<file path="src/rtl/ram_arb_pkg.sv">
// ram_arb_pkg
//   Shared types and defaults for the RAM port-1 arbiter.
//   - arb_state_t : arbiter ownership state (IDLE / OWN0 / OWN1)
//   - master_t    : master index (0 = processor data, 1 = host loader/debug)
//   - DEF_ADDR_W / DEF_DATA_W : default geometry of the 16x128 RAM
package ram_arb_pkg;

  localparam int DEF_ADDR_W  = 7;
  localparam int DEF_DATA_W  = 16;
  localparam int NUM_MASTERS = 2;

  typedef logic master_t;

  localparam master_t M0 = 1'b0;
  localparam master_t M1 = 1'b1;

  typedef enum logic [1:0] {
    IDLE = 2'd0,
    OWN0 = 2'd1,
    OWN1 = 2'd2
  } arb_state_t;

  // Ownership state that corresponds to a locked grant for master m.
  function automatic arb_state_t own_state(input master_t m);
    return (m == M1) ? OWN1 : OWN0;
  endfunction

endpackage

</file>
<file path="src/rtl/ram_arb_ret.sv">
// ram_arb_ret
//   One-stage read-return tracker. The RAM returns read data one cycle after
//   the read strobe, so it is enough to remember whether the previous cycle
//   issued a read and for which master, then steer ram_dout to that master.
// Ports:
//   clk, reset   : clock, asynchronous active-high reset
//   issue_rd     : a read was granted this cycle
//   issue_owner  : master that owns the read granted this cycle
//   ram_dout     : RAM port-1 read data (valid the cycle after issue)
//   rvalid       : per-master read-data-valid
//   rdata        : per-master read data, forced 0 when not valid
module ram_arb_ret
  import ram_arb_pkg::*;
#(
  parameter int DATA_W = DEF_DATA_W
) (
  input  logic                   clk,
  input  logic                   reset,
  input  logic                   issue_rd,
  input  master_t                issue_owner,
  input  logic [DATA_W-1:0]      ram_dout,
  output logic [NUM_MASTERS-1:0] rvalid,
  output logic [DATA_W-1:0]      rdata [NUM_MASTERS]
);

  logic    valid_reg;
  master_t owner_reg;

  // Reset clears the pending return immediately, so a read issued before
  // reset never produces an rvalid after release.
  always_ff @(posedge clk or posedge reset) begin
    if (reset) begin
      valid_reg <= 1'b0;
      owner_reg <= M0;
    end else begin
      valid_reg <= issue_rd;
      owner_reg <= issue_owner;
    end
  end

  genvar gi;
  generate
    for (gi = 0; gi < NUM_MASTERS; gi++) begin : g_ret
      assign rvalid[gi] = valid_reg && (owner_reg == master_t'(gi));
      assign rdata[gi]  = rvalid[gi] ? ram_dout : '0;
    end
  endgenerate

endmodule

</file>
<file path="src/rtl/ram_port_arbiter.sv">
// ram_port_arbiter
//   Shares data port 1 of the 16x128 two-port RAM between master 0
//   (processor data) and master 1 (host loader/debug). One access is issued
//   per cycle; a master may lock the port for a burst of at most MAX_BURST
//   consecutive grants, after which the other master gets the next tie.
//   Read data comes back one cycle after the grant on the issuing master.
// Build option:
//   RAM_ARB_ROUND_ROBIN_EN defined   : IDLE ties go to the master that did not
//                                      win last.
//   RAM_ARB_ROUND_ROBIN_EN undefined : IDLE ties go to master 0, except the
//                                      cycle right after a capped burst.
// Ports:
//   clk, reset                 : clock, asynchronous active-high reset
//   mX_req/we/lock/addr/wdata  : master X request (held until granted)
//   mX_gnt                     : access issued for master X this cycle
//   mX_rvalid / mX_rdata       : read return for master X (rdata 0 if idle)
//   ram_read_en/write_en/addr/din : RAM port-1 controls (0 with no grant)
//   ram_dout                   : RAM port-1 read data, one cycle latency
module ram_port_arbiter
  import ram_arb_pkg::*;
#(
  parameter int MAX_BURST = 8,
  parameter int ADDR_W    = DEF_ADDR_W,
  parameter int DATA_W    = DEF_DATA_W
) (
  input  logic              clk,
  input  logic              reset,
  input  logic              m0_req,
  input  logic              m0_we,
  input  logic              m0_lock,
  input  logic [ADDR_W-1:0] m0_addr,
  input  logic [DATA_W-1:0] m0_wdata,
  input  logic              m1_req,
  input  logic              m1_we,
  input  logic              m1_lock,
  input  logic [ADDR_W-1:0] m1_addr,
  input  logic [DATA_W-1:0] m1_wdata,
  output logic              m0_gnt,
  output logic              m1_gnt,
  output logic              m0_rvalid,
  output logic              m1_rvalid,
  output logic [DATA_W-1:0] m0_rdata,
  output logic [DATA_W-1:0] m1_rdata,
  output logic              ram_read_en,
  output logic              ram_write_en,
  output logic [ADDR_W-1:0] ram_addr,
  output logic [DATA_W-1:0] ram_din,
  input  logic [DATA_W-1:0] ram_dout
);

  localparam int CNT_W = $clog2(MAX_BURST + 1);

  // Per-master request views, indexed by master_t.
  logic [NUM_MASTERS-1:0] req_vec;
  logic [NUM_MASTERS-1:0] we_vec;
  logic [NUM_MASTERS-1:0] lock_vec;
  logic [ADDR_W-1:0]      addr_arr  [NUM_MASTERS];
  logic [DATA_W-1:0]      wdata_arr [NUM_MASTERS];

  assign req_vec      = {m1_req, m0_req};
  assign we_vec       = {m1_we, m0_we};
  assign lock_vec     = {m1_lock, m0_lock};
  assign addr_arr[0]  = m0_addr;
  assign addr_arr[1]  = m1_addr;
  assign wdata_arr[0] = m0_wdata;
  assign wdata_arr[1] = m1_wdata;

  arb_state_t       state_reg;
  logic [CNT_W-1:0] burst_cnt_reg;
  master_t          last_winner_reg;
`ifndef RAM_ARB_ROUND_ROBIN_EN
  logic             yield_reg;    // previous cycle ended a capped burst
`endif

  master_t          owner_idx;
  logic             owner_active;
  master_t          tie_winner;
  logic             gnt_any;
  master_t          gnt_idx;
  logic             sel_we;
  logic             sel_lock;
  logic [ADDR_W-1:0] sel_addr;
  logic [DATA_W-1:0] sel_wdata;
  logic [CNT_W-1:0] new_count;
  logic             cap_hit;

  // The owner only keeps the port while it is requesting; a cycle with the
  // owner's req low is arbitrated exactly like IDLE, so the other master can
  // use the slot.
  assign owner_idx    = (state_reg == OWN1) ? M1 : M0;
  assign owner_active = (state_reg != IDLE) && req_vec[owner_idx];

`ifdef RAM_ARB_ROUND_ROBIN_EN
  assign tie_winner = ~last_winner_reg;
`else
  // last_winner_reg holds the capped master when yield_reg is set.
  assign tie_winner = yield_reg ? ~last_winner_reg : M0;
`endif

  always_comb begin
    gnt_any = 1'b0;
    gnt_idx = M0;
    if (!reset) begin
      if (owner_active) begin
        gnt_any = 1'b1;
        gnt_idx = owner_idx;
      end else if (req_vec[0] && req_vec[1]) begin
        gnt_any = 1'b1;
        gnt_idx = tie_winner;
      end else if (req_vec[0]) begin
        gnt_any = 1'b1;
        gnt_idx = M0;
      end else if (req_vec[1]) begin
        gnt_any = 1'b1;
        gnt_idx = M1;
      end
    end
  end

  assign sel_we    = we_vec[gnt_idx];
  assign sel_lock  = lock_vec[gnt_idx];
  assign sel_addr  = addr_arr[gnt_idx];
  assign sel_wdata = wdata_arr[gnt_idx];

  // Beat number of this grant within the current burst (1 for a fresh grant).
  assign new_count = owner_active ? (burst_cnt_reg + 1'b1) : CNT_W'(1);
  // A locked sequence that reaches MAX_BURST beats is released regardless of
  // lock; this also covers MAX_BURST = 1, where the opening beat is the cap.
  assign cap_hit   = (owner_active || sel_lock) && (new_count >= CNT_W'(MAX_BURST));

  always_ff @(posedge clk or posedge reset) begin
    if (reset) begin
      state_reg       <= IDLE;
      burst_cnt_reg   <= '0;
      last_winner_reg <= M1;
`ifndef RAM_ARB_ROUND_ROBIN_EN
      yield_reg       <= 1'b0;
`endif
    end else begin
      if (gnt_any) begin
        last_winner_reg <= gnt_idx;
        if (!cap_hit && sel_lock) begin
          state_reg     <= own_state(gnt_idx);
          burst_cnt_reg <= new_count;
        end else begin
          state_reg     <= IDLE;
          burst_cnt_reg <= '0;
        end
      end else begin
        state_reg     <= IDLE;
        burst_cnt_reg <= '0;
      end
`ifndef RAM_ARB_ROUND_ROBIN_EN
      yield_reg <= gnt_any && cap_hit;
`endif
    end
  end

  // Grant fan-out and RAM port drive.
  logic [NUM_MASTERS-1:0] gnt_vec;

  genvar gi;
  generate
    for (gi = 0; gi < NUM_MASTERS; gi++) begin : g_gnt
      assign gnt_vec[gi] = gnt_any && (gnt_idx == master_t'(gi));
    end
  endgenerate

  assign m0_gnt       = gnt_vec[0];
  assign m1_gnt       = gnt_vec[1];
  assign ram_read_en  = gnt_any && !sel_we;
  assign ram_write_en = gnt_any && sel_we;
  assign ram_addr     = gnt_any ? sel_addr  : '0;
  assign ram_din      = gnt_any ? sel_wdata : '0;

  logic [NUM_MASTERS-1:0] rvalid_vec;
  logic [DATA_W-1:0]      rdata_arr [NUM_MASTERS];

  ram_arb_ret #(
    .DATA_W (DATA_W)
  ) u_ret (
    .clk         (clk),
    .reset       (reset),
    .issue_rd    (ram_read_en),
    .issue_owner (gnt_idx),
    .ram_dout    (ram_dout),
    .rvalid      (rvalid_vec),
    .rdata       (rdata_arr)
  );

  assign m0_rvalid = rvalid_vec[0];
  assign m1_rvalid = rvalid_vec[1];
  assign m0_rdata  = rdata_arr[0];
  assign m1_rdata  = rdata_arr[1];

endmodule

</file>
<file path="config.mk">
export PLATFORM = sky130hd
export DESIGN_NAME = ram_port_arbiter
export DESIGN_NICKNAME = d
export VERILOG_FILES = /design/src/rtl/ram_arb_pkg.sv /design/src/rtl/ram_arb_ret.sv /design/src/rtl/ram_port_arbiter.sv
export SDC_FILE = /design/constraint.sdc
export NUM_CORES = 1
export LEC_CHECK = 0
export CORE_MARGIN = 8
export CORE_UTILIZATION = 24
export DETAILED_ROUTE_END_ITERATION = 6
export HOLD_SLACK_MARGIN = 0.08
export PLACE_DENSITY = 0.81
export SLEW_MARGIN = 10
export SYNTH_ARGS = -nofsm -noshare
export SYNTH_HDL_FRONTEND = slang
export SYNTH_SLANG_ARGS = --single-unit
</file>
<file path="constraint.sdc">
create_clock -name clk -period 2.8 [get_ports clk]
set_clock_uncertainty 0.05 [all_clocks]
set_input_delay 0.56 -clock clk [delete_from_list [all_inputs] [get_ports clk]]
set_output_delay 0.56 -clock clk [all_outputs]
set_load 0.01 [all_outputs]
</file>
# Yosys cells after proc, flatten, opt, wreduce, memory -nomap -nowiden
# Index checks and enable logic that the tools add are counted.
# Widths: inputs -> output; s select.
dict set report word_totals {
  ff_bits 10
  out_inout_bits 61
  wordCells 64
}
dict set report op_classes {
  addsub 1
  n_lt_le_gt_ge 4
  n_eq_ne 1
  muxes 33
  bitwise 4
  n_reduce_logical 15
}
# op count
set ops {}
lappend ops {{$mux 16} 6}
lappend ops {{$mux 7} 4}
lappend ops {{$mux 1} 17}
lappend ops {{$mux 4} 3}
lappend ops {{$logic_and 1x1->1} 11}
lappend ops {{$mux 2} 3}
lappend ops {{$add 4x1->4 const B} 1}
lappend ops {{$ge 4x4->1 const B} 1}
lappend ops {{$lt 1x2->1 const B} 2}
lappend ops {{$not 1->1} 3}
lappend ops {{$eq 2x2->1 const B} 1}
lappend ops {{$ge 2x2->1 const B} 1}
lappend ops {{$logic_not 1->1} 2}
lappend ops {{$not 1->2} 1}
lappend ops {{$reduce_bool 2->1} 1}
lappend ops {{$logic_or 1x1->1} 1}

# Depth between registers and ports, before layout
# Gate-level depths: netlist of run 1.
dict set report logic_depth {
  ltp_word 15
  mapped_depth 5
  mapped_depth_nobuf 4
}

# Hierarchy
# Synthesis of run 1 repeated with hierarchy kept, for this count alone.
dict set report hier_totals {
  cells_unflattened 113
  area_unflattened_um2 1039.7
}
# mod n_inst cells_per_inst area_per_inst_um2
set modules_own_cells {}
lappend modules_own_cells {ram_port_arbiter 1 70 703.2}
lappend modules_own_cells {ram_arb_ret 1 43 336.6}

# Least setup slack after synthesis of run 1
# OpenSTA, ideal clock, no wires.
dict set report synth_path {
  kind {input -> output}
  startpoint {in m0_req}
  endpoint {out ram_addr[4]}
  arrival_time_ns 1.838
  setup_slack_ns 0.352
  stages 5
  path_buffers 1
  cell_sequence {nor2b_1 -> nand3_1 -> a21oi_1 -> clkbuf_1 -> a22o_1}
}
dict set report synth_via {
  elab_chain_len 10
  word_cells_on_any_way 17
  cone_classes {mux (14); bitwise (1); reduce/logical (2)}
}
# element line_no
set synth_rtl {}
lappend synth_rtl {{from (decl)} ram_port_arbiter.sv:28} ;# input logic m0_req,
lappend synth_rtl {{$mux 1 (not written as such) (2 in a row)} ram_port_arbiter.sv:91} ;# assign owner_active = (state_reg != IDLE) && req_vec[owner_idx];
lappend synth_rtl {{$logic_and 1x1->1} ram_port_arbiter.sv:91}
lappend synth_rtl {{$mux 1} ram_port_arbiter.sv:104} ;# if (owner_active) begin
lappend synth_rtl {{$mux 1} ram_port_arbiter.sv:103} ;# if (!reset) begin
lappend synth_rtl {{$not 1->2 (not written as such)} ram_port_arbiter.sv:122} ;# assign sel_addr = addr_arr[gnt_idx];
lappend synth_rtl {{$mux 7 (not written as such) (3 in a row)} ram_port_arbiter.sv:122}
lappend synth_rtl {{$mux 7 (*)} ram_port_arbiter.sv:173} ;# assign ram_addr = gnt_any ? sel_addr : '0;
lappend synth_rtl {{to (decl)} ram_port_arbiter.sv:46} ;# output logic [ADDR_W-1:0] ram_addr,
# Mark *: on every way between the ends. The rest lies on a longest branch, timed or not. The select of a mux whose other input is x is not followed.

# Worst setup path in the final report of run 1
dict set report layout_path {
  startpoint {in m0_req}
  endpoint {out m0_gnt}
}
dict set report layout_via {
  elab_chain_len 7
  word_cells_on_any_way 14
  cone_classes {mux (10); bitwise (1); reduce/logical (3)}
}
# element line_no
set layout_rtl {}
lappend layout_rtl {{$mux 1 (not written as such) (2 in a row)} ram_port_arbiter.sv:91}
lappend layout_rtl {{$logic_and 1x1->1} ram_port_arbiter.sv:91}
lappend layout_rtl {{$mux 1} ram_port_arbiter.sv:104}
lappend layout_rtl {{$mux 1} ram_port_arbiter.sv:103}
lappend layout_rtl {{$not 1->1} ram_port_arbiter.sv:165} ;# assign gnt_vec[gi] = gnt_any && (gnt_idx == master_t'(gi));
lappend layout_rtl {{$logic_and 1x1->1 (*)} ram_port_arbiter.sv:165}
lappend layout_rtl {{to (decl)} ram_port_arbiter.sv:38} ;# output logic m0_gnt,
# Marks and branches as above.

==> results of run 1 <==
-- critical path, cell delays in order --
cell and delay [ns]:
dlygate4sd2_1 0.24, nor2b_4 0.20, nand3_1 0.13, a21oi_2 0.24, buf_6 0.19, clkdlybuf4s50_1 0.55
-- placed cells by master (no fill, tap or decap), types with 2 or more instances in the layout --
cell type        count
a22o_1              23
and2_1              18
and3_1              16
buf_2               12
buf_4               16
buf_6                2
buf_8                2
clkbuf_8             3
clkdlybuf4s15_1      4
clkdlybuf4s50_1    101
dfrtp_1              9
dlygate4sd2_1        7
dlymetal6s2s_1       6
inv_1                3
nand2_1              2
nand3_1              2
nor2_1               3
nor2b_1              2
o21ai_0              2
-- timing repair --
item | CTS | global route
pin swaps | 1 | 1
buffers inserted | 3 | 0
cloned | 1 | 0
gates resized for setup | 74 | 8
hold buffers | 0 | 0
setup endpoints to repair | 27 | 6
-- per-layer routing --
layer  track usage (%)  vias up  share of wire [%]
li1                  -      695                  -
met1              15.0      651                 36
met2              26.9      106                 48
met3              7.40        8                 14
met4              5.74        0                1.9
met5                 0        -                  0
-- metrics by stage --
step | hold slack (ns) | power [uW]
after floorplan | 0.363 | 249
after global placement | 0.397 | 455
after detailed placement | 0.395 | 459
after CTS | 0.403 | 604
after global routing | 0.435 | 638
final | 0.410 | 600
-- final timing paths --
check | from | to | slack [ns] | cells past startpoint
hold / removal | last_winner_reg | last_winner_reg | 0.41 | 2
hold reg to reg | last_winner_reg | last_winner_reg | 0.41 | 2
min in group asynchronous | reset | state_reg[1] | 0.52 | 4
setup / recovery | m0_req | m0_gnt | 0.08 | 6
setup reg to reg | last_winner_reg | burst_cnt_reg[2] | 0.65 | 9
max in group asynchronous | reset | last_winner_reg | 1.96 | 4
-- kinds of logic after synthesis --
family / share of synthesized area, %
compound gates: 30.2
xor+xnor: 1.88
fa+ha+maj: 1.34
buf+inv: 4.57
flops: 27.0
mux: 2.15
other cells: 0.403
simple gates: 32.4
-- power groups by stage --
| stage | clock (uW) | sequential, uW | combinational [uW] |
|---|---|---|---|
| after floorplan | 0 | 159 | 90.3 |
| after detailed placement | 0 | 159 | 300 |
| after CTS | 154 | 157 | 293 |
| after global routing | 166 | 157 | 315 |
| after global placement | 0 | 158 | 297 |
| final | 150 | 157 | 293 |
-- final cells by class --
type / instances / area [um2] / area share (%)
inverters: 4 / 15.0 / 0.612
clock buffers: 4 / 45.0 / 1.83
multi-input cells: 86 / 663 / 27.0
flip-flops and latches: 10 / 251 / 10.2
well taps: 48 / 60.1 / 2.45
repair buffers: 150 / 1420 / 57.8
==> reports/metrics.csv, run 1 <==
metric,value,unit
outcome,completed,
drt_wl_total,4890,um
cap_violations,0,
path_class,input port to output pin,
pwr_density_cell,244,nW/um2
ys_top_cells_by_count,"a22o_1 (23), and2_1 (18), and3_1 (16)",
fp.dieH,78.3,um
avgSynthCellArea,8.70,um2
final_nets,326,
pwr-share-comb,48.8,%
fillCellCount,296,
grt_pass1_wl,7580,um
ios,131,
clkTransAtPathRegs,0.04,ns
cts_made_buffers,3,
yosysTopAreaCell,dfrtp_1,
hold_class,register to register,
ys_warn_count,0,
wire_per_inst,16.2,um
via_per_inst,4.83,
finalInstanceArea,2450,um2
rows,22,
areaGrowthSynthToFinish,164,%
antenna_cells,0,
max_freq,367,MHz
clockPowerShare,25.0,%
synth_most_common_cell,a22o_1,
yosysTopAreaCellShare,24.2,%
maxSlewViolCount,0,
drive_above_1_share,17.7,%
synth_cell_types,27,
grt_pass1_vias,1594,
synth_area_leaders,"dfrtp_1 (24%), a22o_1 (22%), and2_1 (12%)",
period_needed,2.72,ns
firstDrtPassIters,4,
synth_seq_area_share,27.0,%
grt_overflow,0,
rsz0062_at_grt,no,
synthFlopType,dfrtp_1,
tns,0,ns
clk_latency,0.23,ns
die_w,78.3,um
sequentialPowerShare,26.2,%
dp.cells,294,
place_ws,-0.485,ns
grtUsageTotal,15.2,%
gp_congestion,0.785,
timing.final.crit_share,97.2,%
drtIter0Drc,16,
async_flop_share,100,%
endpoint_kind,output pin,
setup_viol,0,
worstPathMaxFanout,14,
required,2.19,ns
setup_ws,0.0780,ns
ys_ff_latch,10,
antenna_found_initial,0,
ir_drop,160,uV
fin_util,66.6,%
hold_viol_final,0,
syn_nets,178,
place_area,2390,um2
ant_nets,0,
dieArea,6130,um2
cts_tree,done,
cts_buffer_depth,2,
netlist_area,931,um2
grt_max_degree,19,
cts_root_buf,clkbuf_8,
intPower,438,uW
post-dp-hpwl,4080,um
start_kind,input port,
io_buffers,130,
leakage,0.00119,uW
final_cells,302,
synth_cells,107,
largest_reg_flops,4,
drc,0,
initial_core_util,25.2,%
p_switching,162,uW
worst_ep_arrival_time,2.11,ns
synth_edf_count,0,
core,3690,um2
swShare,26.9,%
vias,1460,
clock_sinks,10,
cts_max_level,1,
(Power assumes the default switching activity.)
==> inputs of run 2 (changes only) <==
Settings changed: CORE_MARGIN 8 to 10.
Clock period 2.8 ns to 2.74 ns, I/O delays scaled along.
==> reports/metrics.csv, run 2 (synthesis results as in run 1) <==
metric,value,unit
fin_util,68.5,%
ant_nets,0,
max_freq,381,MHz
rrSetupSlack,0.56,ns
setup_viol,0,
tns,0,ns
ctsHoldBuffers,0,
required,2.14,ns
initial_core_util,25.1,%
path_class,register to output pin,
areaGrowthSynthToFinish,174,%
worstPathMaxFanout,12,
grt_max_degree,19,
slew_headroom,62.0,%
regArea,251,um2
io_buffers,130,
final_cells,308,
hp-start,last_winner_reg,
timing.final.crit_share,95.7,%
antenna_cells,0,
final_cell_mix,"clkdlybuf4s50_1 (100), a22o_1 (23), buf_4 (22), and2_1 (17), and3_1 (16)",
crit_slowest_cell,dfstp_2,
hold_class,register to register,
cts_made_buffers,3,
grtUsageTotal,15.1,%
max_stage_delay,0.53,ns
multi_input_area,679,um2
leakage,0.00117,uW
reg2regPathDepth,9,
worst_ep_arrival_time,2.02,ns
cts_buffer_depth,2,
cts_root_buf,clkbuf_8,
reg2reg_from,last_winner_reg,
grt_pass1_vias,1485,
ios,131,
clk_latency,0.24,ns
maxSlewViolCount,0,
vias,1459,
dieArea,6770,um2
drt_wl_total,5600,um
final_common_cell,clkdlybuf4s50_1,
min_to,last_winner_reg,
die_w,82.3,um
rows,22,
cap_violations,0,
place_area,2370,um2
grt_pass1_wl,7920,um
core,3720,um2
fillCellCount,291,
outcome,completed,
rsz0062_at_grt,no,
drc,0,
pwr_density_cell,250,nW/um2
hold_viol_final,0,
largest_reg_flops,4,
cts_tree,done,
grt_overflow,0,
antenna_found_initial,0,
endpoint_kind,output pin,
drtIter0Drc,32,
cts_max_level,1,
fp.dieH,82.3,um
clock_sinks,10,
final_nets,332,
ir_drop,236,uV
reg2reg_to,burst_cnt_reg[0],
via_per_inst,4.74,
worst_pin_slew,0.564,ns
gp_congestion,0.766,
dp.cells,290,
firstDrtPassIters,4,
period_needed,2.62,ns
wire_per_inst,18.2,um
whs_path_depth,2,
post-dp-hpwl,4400,um
whs,0.418,ns
finalInstanceArea,2550,um2
clkTransAtPathRegs,0.04,ns
start_kind,register,
drive_above_1_share,23.1,%
worstPathCellList,nand2b_1 -> nand3_1 -> a21oi_4 -> bufbuf_16 -> a22o_1 -> clkdlybuf4s15_2,
==> run 2: cell count changes in the layout (fill, tap and decap cells not counted), sizes merged <==
cell           delta
dlymetal6s2s      -5
clkdlybuf4s15     +6
bufbuf            +1
clkdlybuf4s50     -1
buf               +1
clkbuf            +4
==> run 2: layout make-up <==
class / instances / share of cell area, %
flip-flops and latches: 10 / 9.88
multi-input cells: 86 / 26.7
clock buffers: 4 / 1.77
repair buffers: 156 / 58.7
inverters: 4 / 0.590
well taps: 48 / 2.36
==> run 2: stage by stage <==
step	power, uW	setup slack, ns
3_5_place_dp	468	-0.539
5_1_grt	669	0.0256
2_1_floorplan	255	0.316
4_1_cts	637	0.00291
6_report	637	0.118
3_3_place_gp	465	-0.471
==> run 2: what timing repair did <==
action	4_1_cts	5_1_grt
gates resized for setup	81	15
endpoints found under the hold margin	0	0
pin swaps	1	1
setup endpoints to repair	27	19
buffers inserted	9	2
gates cloned	3	0
==> run 2: critical path: cells and delay by family (launching register included) <==
| kind | cells | cell delay, ns |
|---|---|---|
| compound gates | 2 | 0.36 |
| buf+inv | 2 | 0.53 |
| flops | 1 | 0.53 |
| simple gates | 2 | 0.37 |
==> run 2: worst max path at each step <==
stage | depth (start not counted) | to | slack (ns) | startpoint
3_5_place_dp | 6 | ram_addr[5] | -0.54 | m0_req
6_report | 6 | ram_din[0] | 0.12 | last_winner_reg
2_1_floorplan | 5 | ram_addr[4] | 0.32 | m0_req
4_1_cts | 6 | ram_write_en | 0.003 | reset
5_1_grt | 7 | ram_din[9] | 0.03 | m1_req
3_3_place_gp | 6 | ram_din[7] | -0.47 | m0_req
==> run 2: where the power goes <==
part | total, uW | switching [uW] | internal (uW) | leakage [uW]
combinational | 319 | 115 | 204 | 0.00101
clock | 157 | 55.8 | 102 | 0.0000228
sequential | 161 | 4.41 | 156 | 0.000131
==> run 2: per-layer routing <==
layer | share of wire, % | vias up | track usage (%)
li1 | - | 710 | -
met5 | 0 | - | 0
met4 | 0.18 | 0 | 2.55
met2 | 53 | 96 | 28.4
met3 | 12 | 2 | 5.72
met1 | 35 | 651 | 15.6
